==> src/rtl/pulse_train_if.sv <==
// Start-block link for pulse_train: start level, per-channel multipliers,
// pulse drive, completion flag and status.
interface pulse_train_if;
    // Level handshake: the start block raises st_o and keeps it high;
    // pulse_train raises end_flg when the sequence completes and holds it
    // until st_o is seen low. st_o low during a run aborts it.
    logic       st_o;
    logic [4:0] MPL1, MPL2, MPL3, MPL4, MPL5, MPL6, MPL7, MPL8;
    logic [4:0] MPL9, MPL10, MPL11, MPL12, MPL13, MPL14, MPL15, MPL16;
    logic       pulse_o;
    logic       end_flg;
    logic       busy;
    logic [3:0] ch_idx;
    logic [2:0] state_dbg;

    modport master (
        output st_o, MPL1, MPL2, MPL3, MPL4, MPL5, MPL6, MPL7, MPL8,
               MPL9, MPL10, MPL11, MPL12, MPL13, MPL14, MPL15, MPL16,
        input  pulse_o, end_flg, busy, ch_idx, state_dbg
    );

    modport slave (
        input  st_o, MPL1, MPL2, MPL3, MPL4, MPL5, MPL6, MPL7, MPL8,
               MPL9, MPL10, MPL11, MPL12, MPL13, MPL14, MPL15, MPL16,
        output pulse_o, end_flg, busy, ch_idx, state_dbg
    );
endinterface

==> src/rtl/pulse_train.sv <==
// Sixteen-channel optical sync pulse sequencer: one pulse of MPL*UNIT_CYC
// cycles per non-zero channel, each followed by a GAP_CYC low gap.
module pulse_train #(
    parameter int unsigned UNIT_CYC = 8,
    parameter int unsigned GAP_CYC  = 4
) (
    input  logic         st_clk,
    input  logic         st_rst_n,
    pulse_train_if.slave bus
);
    typedef enum logic [2:0] {
        IDLE  = 3'd0,
        LOAD  = 3'd1,
        PULSE = 3'd2,
        GAP   = 3'd3,
        DONE  = 3'd4
    } state_t;

    localparam logic [15:0] UNIT_W   = 16'(UNIT_CYC);
    localparam logic [15:0] GAP_LAST = 16'(GAP_CYC - 1);

    state_t      state;
    logic        rst_sync_n;
    logic        st_prev;
    logic [15:0] cnt;
    logic [4:0]  shadow [16];
    logic        pulse_r;
    logic        end_r;
    logic        busy_r;
    logic [3:0]  ch_r;
    logic [4:0]  cur_mpl;
    logic [15:0] pulse_last;
    logic        running;

    assign cur_mpl    = shadow[ch_r];
    // 31*2048 = 63488 still fits in 16 bits, so the product never wraps.
    assign pulse_last = 16'(cur_mpl) * UNIT_W - 16'd1;
    assign running    = (state == LOAD) || (state == PULSE) || (state == GAP);

    assign bus.pulse_o   = pulse_r;
    assign bus.end_flg   = end_r;
    assign bus.busy      = busy_r;
    assign bus.ch_idx    = ch_r;
    assign bus.state_dbg = state;

    // Assert asynchronously, release on the first edge so the second edge
    // after release is the first one the sequencer acts on.
    always_ff @(posedge st_clk or negedge st_rst_n) begin
        if (!st_rst_n) rst_sync_n <= 1'b0;
        else           rst_sync_n <= 1'b1;
    end

    always_ff @(posedge st_clk or negedge rst_sync_n) begin
        if (!rst_sync_n) begin
            state   <= IDLE;
            st_prev <= 1'b1;
            cnt     <= '0;
            pulse_r <= 1'b0;
            end_r   <= 1'b0;
            busy_r  <= 1'b0;
            ch_r    <= '0;
            for (int i = 0; i < 16; i++) shadow[i] <= '0;
        end else begin
            st_prev <= bus.st_o;
            if (running && !bus.st_o) begin
                state   <= IDLE;
                pulse_r <= 1'b0;
                busy_r  <= 1'b0;
            end else begin
                case (state)
                    IDLE: begin
                        if (bus.st_o && !st_prev) begin
                            shadow[0]  <= bus.MPL1;
                            shadow[1]  <= bus.MPL2;
                            shadow[2]  <= bus.MPL3;
                            shadow[3]  <= bus.MPL4;
                            shadow[4]  <= bus.MPL5;
                            shadow[5]  <= bus.MPL6;
                            shadow[6]  <= bus.MPL7;
                            shadow[7]  <= bus.MPL8;
                            shadow[8]  <= bus.MPL9;
                            shadow[9]  <= bus.MPL10;
                            shadow[10] <= bus.MPL11;
                            shadow[11] <= bus.MPL12;
                            shadow[12] <= bus.MPL13;
                            shadow[13] <= bus.MPL14;
                            shadow[14] <= bus.MPL15;
                            shadow[15] <= bus.MPL16;
                            ch_r       <= '0;
                            busy_r     <= 1'b1;
                            state      <= LOAD;
                        end
                    end
                    LOAD: begin
                        if (cur_mpl != 5'd0) begin
                            cnt     <= pulse_last;
                            pulse_r <= 1'b1;
                            state   <= PULSE;
                        end else if (ch_r != 4'd15) begin
                            ch_r <= ch_r + 4'd1;
                        end else begin
                            end_r  <= 1'b1;
                            busy_r <= 1'b0;
                            state  <= DONE;
                        end
                    end
                    PULSE: begin
                        if (cnt == 16'd0) begin
                            cnt     <= GAP_LAST;
                            pulse_r <= 1'b0;
                            state   <= GAP;
                        end else begin
                            cnt <= cnt - 16'd1;
                        end
                    end
                    GAP: begin
                        if (cnt != 16'd0) begin
                            cnt <= cnt - 16'd1;
                        end else if (ch_r != 4'd15) begin
                            ch_r  <= ch_r + 4'd1;
                            state <= LOAD;
                        end else begin
                            end_r  <= 1'b1;
                            busy_r <= 1'b0;
                            state  <= DONE;
                        end
                    end
                    DONE: begin
                        if (!bus.st_o) begin
                            end_r <= 1'b0;
                            state <= IDLE;
                        end
                    end
                    default: begin
                        pulse_r <= 1'b0;
                        end_r   <= 1'b0;
                        busy_r  <= 1'b0;
                        state   <= IDLE;
                    end
                endcase
            end
        end
    end
endmodule

==> src/flat_wrapper.sv <==
// flat-port wrapper written by rule: the top's interface ports become plain ports
module pulse_train_flat 
#(
    parameter int unsigned UNIT_CYC = 8,
    parameter int unsigned GAP_CYC  = 4
)
  (st_clk, st_rst_n, bus_st_o, bus_MPL1, bus_MPL2, bus_MPL3, bus_MPL4, bus_MPL5, bus_MPL6, bus_MPL7, bus_MPL8, bus_MPL9, bus_MPL10, bus_MPL11, bus_MPL12, bus_MPL13, bus_MPL14, bus_MPL15, bus_MPL16, bus_pulse_o, bus_end_flg, bus_busy, bus_ch_idx, bus_state_dbg);
  pulse_train_if bus_i ();
  input  logic st_clk;
  input  logic st_rst_n;
  input wire logic [$bits(bus_i.st_o)-1:0] bus_st_o;
  input wire logic [$bits(bus_i.MPL1)-1:0] bus_MPL1;
  input wire logic [$bits(bus_i.MPL2)-1:0] bus_MPL2;
  input wire logic [$bits(bus_i.MPL3)-1:0] bus_MPL3;
  input wire logic [$bits(bus_i.MPL4)-1:0] bus_MPL4;
  input wire logic [$bits(bus_i.MPL5)-1:0] bus_MPL5;
  input wire logic [$bits(bus_i.MPL6)-1:0] bus_MPL6;
  input wire logic [$bits(bus_i.MPL7)-1:0] bus_MPL7;
  input wire logic [$bits(bus_i.MPL8)-1:0] bus_MPL8;
  input wire logic [$bits(bus_i.MPL9)-1:0] bus_MPL9;
  input wire logic [$bits(bus_i.MPL10)-1:0] bus_MPL10;
  input wire logic [$bits(bus_i.MPL11)-1:0] bus_MPL11;
  input wire logic [$bits(bus_i.MPL12)-1:0] bus_MPL12;
  input wire logic [$bits(bus_i.MPL13)-1:0] bus_MPL13;
  input wire logic [$bits(bus_i.MPL14)-1:0] bus_MPL14;
  input wire logic [$bits(bus_i.MPL15)-1:0] bus_MPL15;
  input wire logic [$bits(bus_i.MPL16)-1:0] bus_MPL16;
  output wire logic [$bits(bus_i.pulse_o)-1:0] bus_pulse_o;
  output wire logic [$bits(bus_i.end_flg)-1:0] bus_end_flg;
  output wire logic [$bits(bus_i.busy)-1:0] bus_busy;
  output wire logic [$bits(bus_i.ch_idx)-1:0] bus_ch_idx;
  output wire logic [$bits(bus_i.state_dbg)-1:0] bus_state_dbg;
  assign bus_i.st_o = bus_st_o;
  assign bus_i.MPL1 = bus_MPL1;
  assign bus_i.MPL2 = bus_MPL2;
  assign bus_i.MPL3 = bus_MPL3;
  assign bus_i.MPL4 = bus_MPL4;
  assign bus_i.MPL5 = bus_MPL5;
  assign bus_i.MPL6 = bus_MPL6;
  assign bus_i.MPL7 = bus_MPL7;
  assign bus_i.MPL8 = bus_MPL8;
  assign bus_i.MPL9 = bus_MPL9;
  assign bus_i.MPL10 = bus_MPL10;
  assign bus_i.MPL11 = bus_MPL11;
  assign bus_i.MPL12 = bus_MPL12;
  assign bus_i.MPL13 = bus_MPL13;
  assign bus_i.MPL14 = bus_MPL14;
  assign bus_i.MPL15 = bus_MPL15;
  assign bus_i.MPL16 = bus_MPL16;
  assign bus_pulse_o = bus_i.pulse_o;
  assign bus_end_flg = bus_i.end_flg;
  assign bus_busy = bus_i.busy;
  assign bus_ch_idx = bus_i.ch_idx;
  assign bus_state_dbg = bus_i.state_dbg;
  pulse_train #(.UNIT_CYC(UNIT_CYC), .GAP_CYC(GAP_CYC)) u_core (.st_clk(st_clk), .st_rst_n(st_rst_n), .bus(bus_i));
endmodule
==> config.mk <==
export PLATFORM = sky130hd
export DESIGN_NAME = pulse_train_flat
export DESIGN_NICKNAME = d
export VERILOG_FILES = /design/src/rtl/pulse_train_if.sv /design/src/rtl/pulse_train.sv /design/src/flat_wrapper.sv
export SDC_FILE = /design/constraint.sdc
export NUM_CORES = 1
export LEC_CHECK = 0
export CORE_MARGIN = 5
export CORE_UTILIZATION = 25
export DETAILED_ROUTE_END_ITERATION = 10
export PLACE_DENSITY_LB_ADDON = 0.3
export RECOVER_POWER = 25
export SLEW_MARGIN = 0
export SYNTH_ARGS = -nofsm -noshare
export SYNTH_HDL_FRONTEND = slang
export SYNTH_SLANG_ARGS = --single-unit
export TNS_END_PERCENT = 30
==> constraint.sdc <==
create_clock -name st_clk -period 3.9 [get_ports st_clk]
set_clock_uncertainty 0.15 [all_clocks]
set_input_delay 0.39 -clock st_clk [delete_from_list [all_inputs] [get_ports st_clk]]
set_output_delay 0.39 -clock st_clk [all_outputs]
set_load 0.01 [all_outputs]
# Word level (Yosys, flattened, before mapping)

Cells that the tools add are included.
W data, S select, Z words.

Register bits: 108
Input port bits: 83
Output and inout port bits: 10
Logic and storage cells: 109

$add $sub $neg: 3
Order comparisons: 1
Eq/ne operators: 20
Muxes and demuxes: 36
Bitwise operators: 3
Reduce and logical (&&, ||, !) cells: 22

Operators by type and width:

| kind                    | count |
|---|---|
| $mux W16                | 3 |
| $pmux W16 S3            | 1 |
| $mux W3                 | 8 |
| $bmux W5 S4             | 1 |
| $logic_not A16 Y1       | 1 |
| $mux W4                 | 4 |
| $reduce_bool A16 Y1     | 1 |
| $sub A16 B1 Y16 const B | 1 |
| $pmux W3 S5             | 1 |
| $reduce_and A5 Y1       | 3 |
| $mux W1                 | 12 |
| $ne A3 B3 Y1 const B    | 4 |
| $pmux W4 S3             | 1 |
| $mux W5                 | 2 |
| $ne A2 B2 Y1 const B    | 5 |
| $sub A8 B1 Y9 const B   | 1 |
| $ne A4 B4 Y1 const B    | 2 |
| $pmux W1 S4             | 2 |
| $reduce_and A4 Y1       | 2 |
| $eq A3 B2 Y1 const B    | 2 |
| $ne A2 B1 Y1 const B    | 3 |
| $reduce_and A3 Y1       | 2 |
| $reduce_bool A3 Y1      | 2 |
| $ge A5 B5 Y1 const B    | 1 |
| 15 further kinds        | 20 |

# Depth between registers and ports, before layout

Depth after elaboration: 8
Mapped depth: 14
Gate-level depth less buffers: 11

# Worst setup path before layout

Ideal clock, no wire load.

Path kind: reg-to-reg
From: register u_core.ch_r[0], in the netlist u_core.bus.ch_idx[0]
To: register u_core.ch_r[0], in the netlist u_core.bus.ch_idx[0]
Library setup time: 0.125 ns
Arrival time: 2.896 ns
Required time: 3.625 ns
Setup slack: 0.729 ns
Stages on the path, launching flop included: 14
Path buffers: 3
Period minus slack after synthesis: 3.171 ns
Cells stage by stage: dfrtp_1 -> buf_6 -> buf_12 -> mux4_1 -> a22oi_1 -> nand2_1 -> inv_1 -> ha_1 -> inv_1 -> nor4_1 -> nand3_1 -> buf_4 -> a21o_1 -> mux2_2

Word-level cells in the longest chain between the ends: 7
Elaborated cells between the ends (all ways): 13
Those cells by class: add/sub (1); eq/ne (2); mux (7); bitwise (1); reduce/logical (2)

RTL lines:

| element                                    | line               | RTL |
|---|---|---|
| start, declared                            | pulse_train.sv:30  | `logic [3:0] ch_r;` |
| start signal, assigned                     | pulse_train.sv:100 | `ch_r <= ch_r + 4'd1;` |
| start signal, assigned                     | pulse_train.sv:120 | `ch_r <= ch_r + 4'd1;` |
| $not A4 Y5 (not written as such)           | pulse_train.sv:35  | `assign cur_mpl = shadow[ch_r];` |
| $bmux W5 S4                                | pulse_train.sv:35  |  |
| $mux W5 (not written as such) (2 in a row) | pulse_train.sv:35  |  |
| $reduce_bool A5 Y1                         | pulse_train.sv:95  | `if (cur_mpl != 5'd0) begin` |
| $ne A2 B2 Y1 (no source line)              | --                 |  |
| $reduce_and A5 Y1 (no source line)         | --                 |  |

Parallel ways exist; a longest one is shown, timed or not. The select of a mux whose other input is x is not followed.
A chain may end at the register's enable or synchronous reset.

# Worst setup path in the final report

From: register u_core.ch_r[0], in the netlist u_core.bus.ch_idx[0]
To: register u_core.cnt[2]

Word-level cells in the longest chain between the ends: 7

RTL lines:

| element                                    | line               | RTL |
|---|---|---|
| $not A4 Y5 (not written as such)           | pulse_train.sv:35  |  |
| $bmux W5 S4                                | pulse_train.sv:35  |  |
| $mux W5 (not written as such) (2 in a row) | pulse_train.sv:35  |  |
| $reduce_bool A5 Y1                         | pulse_train.sv:95  |  |
| $ne A2 B2 Y1 (no source line)              | --                 |  |
| $reduce_and A4 Y1 (no source line)         | --                 |  |
| end signal, assigned                       | pulse_train.sv:96  | `cnt <= pulse_last;` |
| end signal, assigned                       | pulse_train.sv:113 | `cnt <= cnt - 16'd1;` |
| end signal, assigned                       | pulse_train.sv:118 | `cnt <= cnt - 16'd1;` |
| end, declared                              | pulse_train.sv:25  | `logic [15:0] cnt;` |

No other way between the ends. The select of a mux whose other input is x is not followed.

==> flow_metrics.env <==
export IMPL_rsz0062_at_grt="no"
export IMPL_dp_slack_ns=0.672
export IMPL_synth_top_flop_cell="dfrtp_1"
export IMPL_cts_resized=0
export IMPL_period_share=0.821
export IMPL_path_cells="buf_4, mux4_1, a22oi_1, nand2_1, inv_1, ha_1, inv_1, nor4_1, nand3_1, nand2_1, inv_2, a221o_1"
export IMPL_cts_setup_buffers=0
export IMPL_clockBufferDepth=2
export IMPL_ys_types=57
export IMPL_clk_pin_slew_ns=0.07
export IMPL_status="finished with violations"
export IMPL_ctsHoldBuffers=0
export IMPL_crit_buf_inv=4
export IMPL_final_setup_viol_count=0
export IMPL_htreeDepth=3
export IMPL_ys_ff_latch=108
export IMPL_yosysTopAreaCellShare=0.488
export IMPL_ant_nets=0
export IMPL_critPathRequiredTime_ns=3.98
export IMPL_ys_seq_area_frac=0.493
export IMPL_cts_buffers=9
export IMPL_setup_ws_ns=0.700
export IMPL_hpwl_mm=10.5
export IMPL_worstSetupEndpointType="flip-flop"
export IMPL_io_pins=93
export IMPL_via_count=4384
export IMPL_p_leak_uw=0.00320
export IMPL_tightest_slew_ns=1.68
export IMPL_coreArea_um2=21700
export IMPL_syn_num_nets=683
export IMPL_ir_worst_vdd_mv=0.291
export IMPL_powerDensity_nw_per_um2=573
export IMPL_max_freq_ghz=0.312
export IMPL_viasPerCell=4.56
export IMPL_fin_cells=961
export IMPL_gp_congestion=0.807
export IMPL_async_flop_share=1.00
export IMPL_ff_latch_area_um2=2710
export IMPL_drc=0
export IMPL_crit_family="simple AND/OR/NAND/NOR gates"
export IMPL_drt_iter0_drc=328
export IMPL_area_growth_pct=28.6
export IMPL_hold_violations=0
export IMPL_synth_edff_count=0
export IMPL_hold_class="input pin to async pin"
export IMPL_wirelength_mm=14.7
export IMPL_final_cell_mix="269 x nand2_1, 106 x dfrtp_1, 90 x clkdlybuf4s50_1"
export IMPL_relSlewSlack=-0.118
export IMPL_place_inst=945
export IMPL_final_net_count=763
export IMPL_multi_input_area_um2=2580
export IMPL_grt_max_degree=82
export IMPL_fp_dieW_um=158
export IMPL_start_util=0.253
export IMPL_postSynthCellCount=596
export IMPL_cap_violations=1
export IMPL_root_buffer="clkbuf_16"
export IMPL_clk_latency_ns=0.35
export IMPL_critPathSlowestCell="mux4_1"
export IMPL_die_area_um2=25000
export IMPL_avgRoutedWirePerCell_um=15.3
export IMPL_rows=54
export IMPL_die_h_um=158
export IMPL_path_max_fanout=17
export IMPL_grt_pass1_vias=4433
export IMPL_io_buffer_count=92
export IMPL_yosys_warnings=0
export IMPL_ys_top_cells_by_area="dfrtp_1 49%, nand2_1 18%, mux4_1 7.2%, mux4_2 2.1%, clkbuf_1 1.8%"
export IMPL_worstPathArrival_ns=3.28
export IMPL_antennaDiodeCount=0
export IMPL_yosys_area_top_type="dfrtp_1"
export IMPL_drt_pass1_iterations=4
export IMPL_syn_area_um2=5480
export IMPL_violations="max-capacitance violations, max-slew violations"
export IMPL_grt_pass1_wl_mm=24.1
export IMPL_nFillCells=2283
export IMPL_avgSynthCellArea_um2=9.20
export IMPL_overflow=0
export IMPL_drive_gt1_frac=0.0720
export IMPL_crit_type="flip-flop to flip-flop"
export IMPL_antenna_found_initial=0
export IMPL_crit_path_max_incr_delay_ns=0.60
export IMPL_critPathLaunchType="flip-flop"
export IMPL_grtUsageTotal=0.121
export IMPL_cts_sinks=108
export IMPL_cts_tree="done"
export IMPL_tns_ns=0
export IMPL_min_period_ns=3.20
export IMPL_final_common_cell="nand2_1"
export IMPL_slew_viol_final=77
## synthesized netlist by cell type, types with 2 or more instances
master and number:
clkbuf_1 27, nand4_1 2, and4_1 2, a2bb2oi_1 2, or3_1 5, a21oi_1 13
nand2_1 270, mux2i_1 2, o31ai_1 7, nand2b_1 4, o2bb2ai_1 10, a211oi_1 3
nor2_1 13, nor3_2 2, mux4_2 5, nand3_1 15, o21ai_0 5, nor4_1 4
o22ai_1 2, a22oi_1 6, mux4_1 15, a21o_1 2, xnor2_1 2, or4_1 2
dfrtp_1 107, inv_1 10, a22o_1 5, nor2b_1 3, ha_1 4, a31oi_1 3
a211o_1 2, buf_2 6, nor3_1 12
## metrics by stage
stage,power (µW),hold WS (ns),utilization,area (µm²)
finish,4040,0.0899,0.325,7050
global placement,3050,0.300,0.310,6720
detailed placement,3050,0.308,0.310,6720
CTS,4090,0.00966,0.325,7060
floorplan,2600,-0.0556,-,5480
global route,4330,0.0789,0.325,7050
## cell type report
class                      instances  share of cell area
inverter                          11             0.00585
clock inverter                     6              0.0137
tap                              280              0.0497
timing repair buffer             105               0.148
sequential                       108               0.384
clock buffer                      10              0.0339
multi-input combinational        441               0.365
## path summary, 6_finish.rpt
check | cells after the start | slack, ns | endpoint | startpoint
max | 12 | 0.70 | u_core.cnt[2] | u_core.bus.ch_idx[0]
min | 1 | 0.09 | u_core.rst_sync_n | st_rst_n
max reg2reg | 12 | 0.70 | u_core.cnt[2] | u_core.bus.ch_idx[0]
min reg2reg | 2 | 0.32 | u_core.shadow[66] | u_core.shadow[66]
max in group asynchronous | 1 | 1.97 | u_core.shadow[24] | u_core.rst_sync_n
min in group st_clk | 2 | 0.32 | u_core.shadow[66] | u_core.shadow[66]
## metal layers
layer,track usage,wire length [µm]
met5,0,0
met3,0.0202,563
met1,0.178,7100
met4,0.0329,89
met2,0.185,6950
## power by group
part | internal [µW] | switching (µW)
clock network | 588 | 430
registers | 1480 | 263
logic | 600 | 679
total | 2670 | 1370
## cell families (layout without fill, tap and decap cells)
group | Yosys count | in the layout | share of synthesized area
other | 1 | 1 | 0.000684
DFF | 108 | 108 | 0.493
and+or+nand+nor | 341 | 341 | 0.260
muxes | 24 | 24 | 0.101
xor gates and xnor gates | 2 | 2 | 0.00319
buffers and inverters | 47 | 132 | 0.0386
adders and majority gates | 4 | 4 | 0.00913
AOI/OAI and AO/OA | 69 | 69 | 0.0945
## sequential cells by signal (all words and copies together), names as in the netlist
signal	count
u_core.bus.pulse_o	1
u_core.bus.end_flg	1
u_core.bus.ch_idx	4
u_core.st_prev	1
u_core.rst_sync_n	1
u_core.cnt	16
u_core.shadow	80
u_core.bus.busy	1
u_core.bus.state_dbg	3
Power figures use the tool's default switching activity.
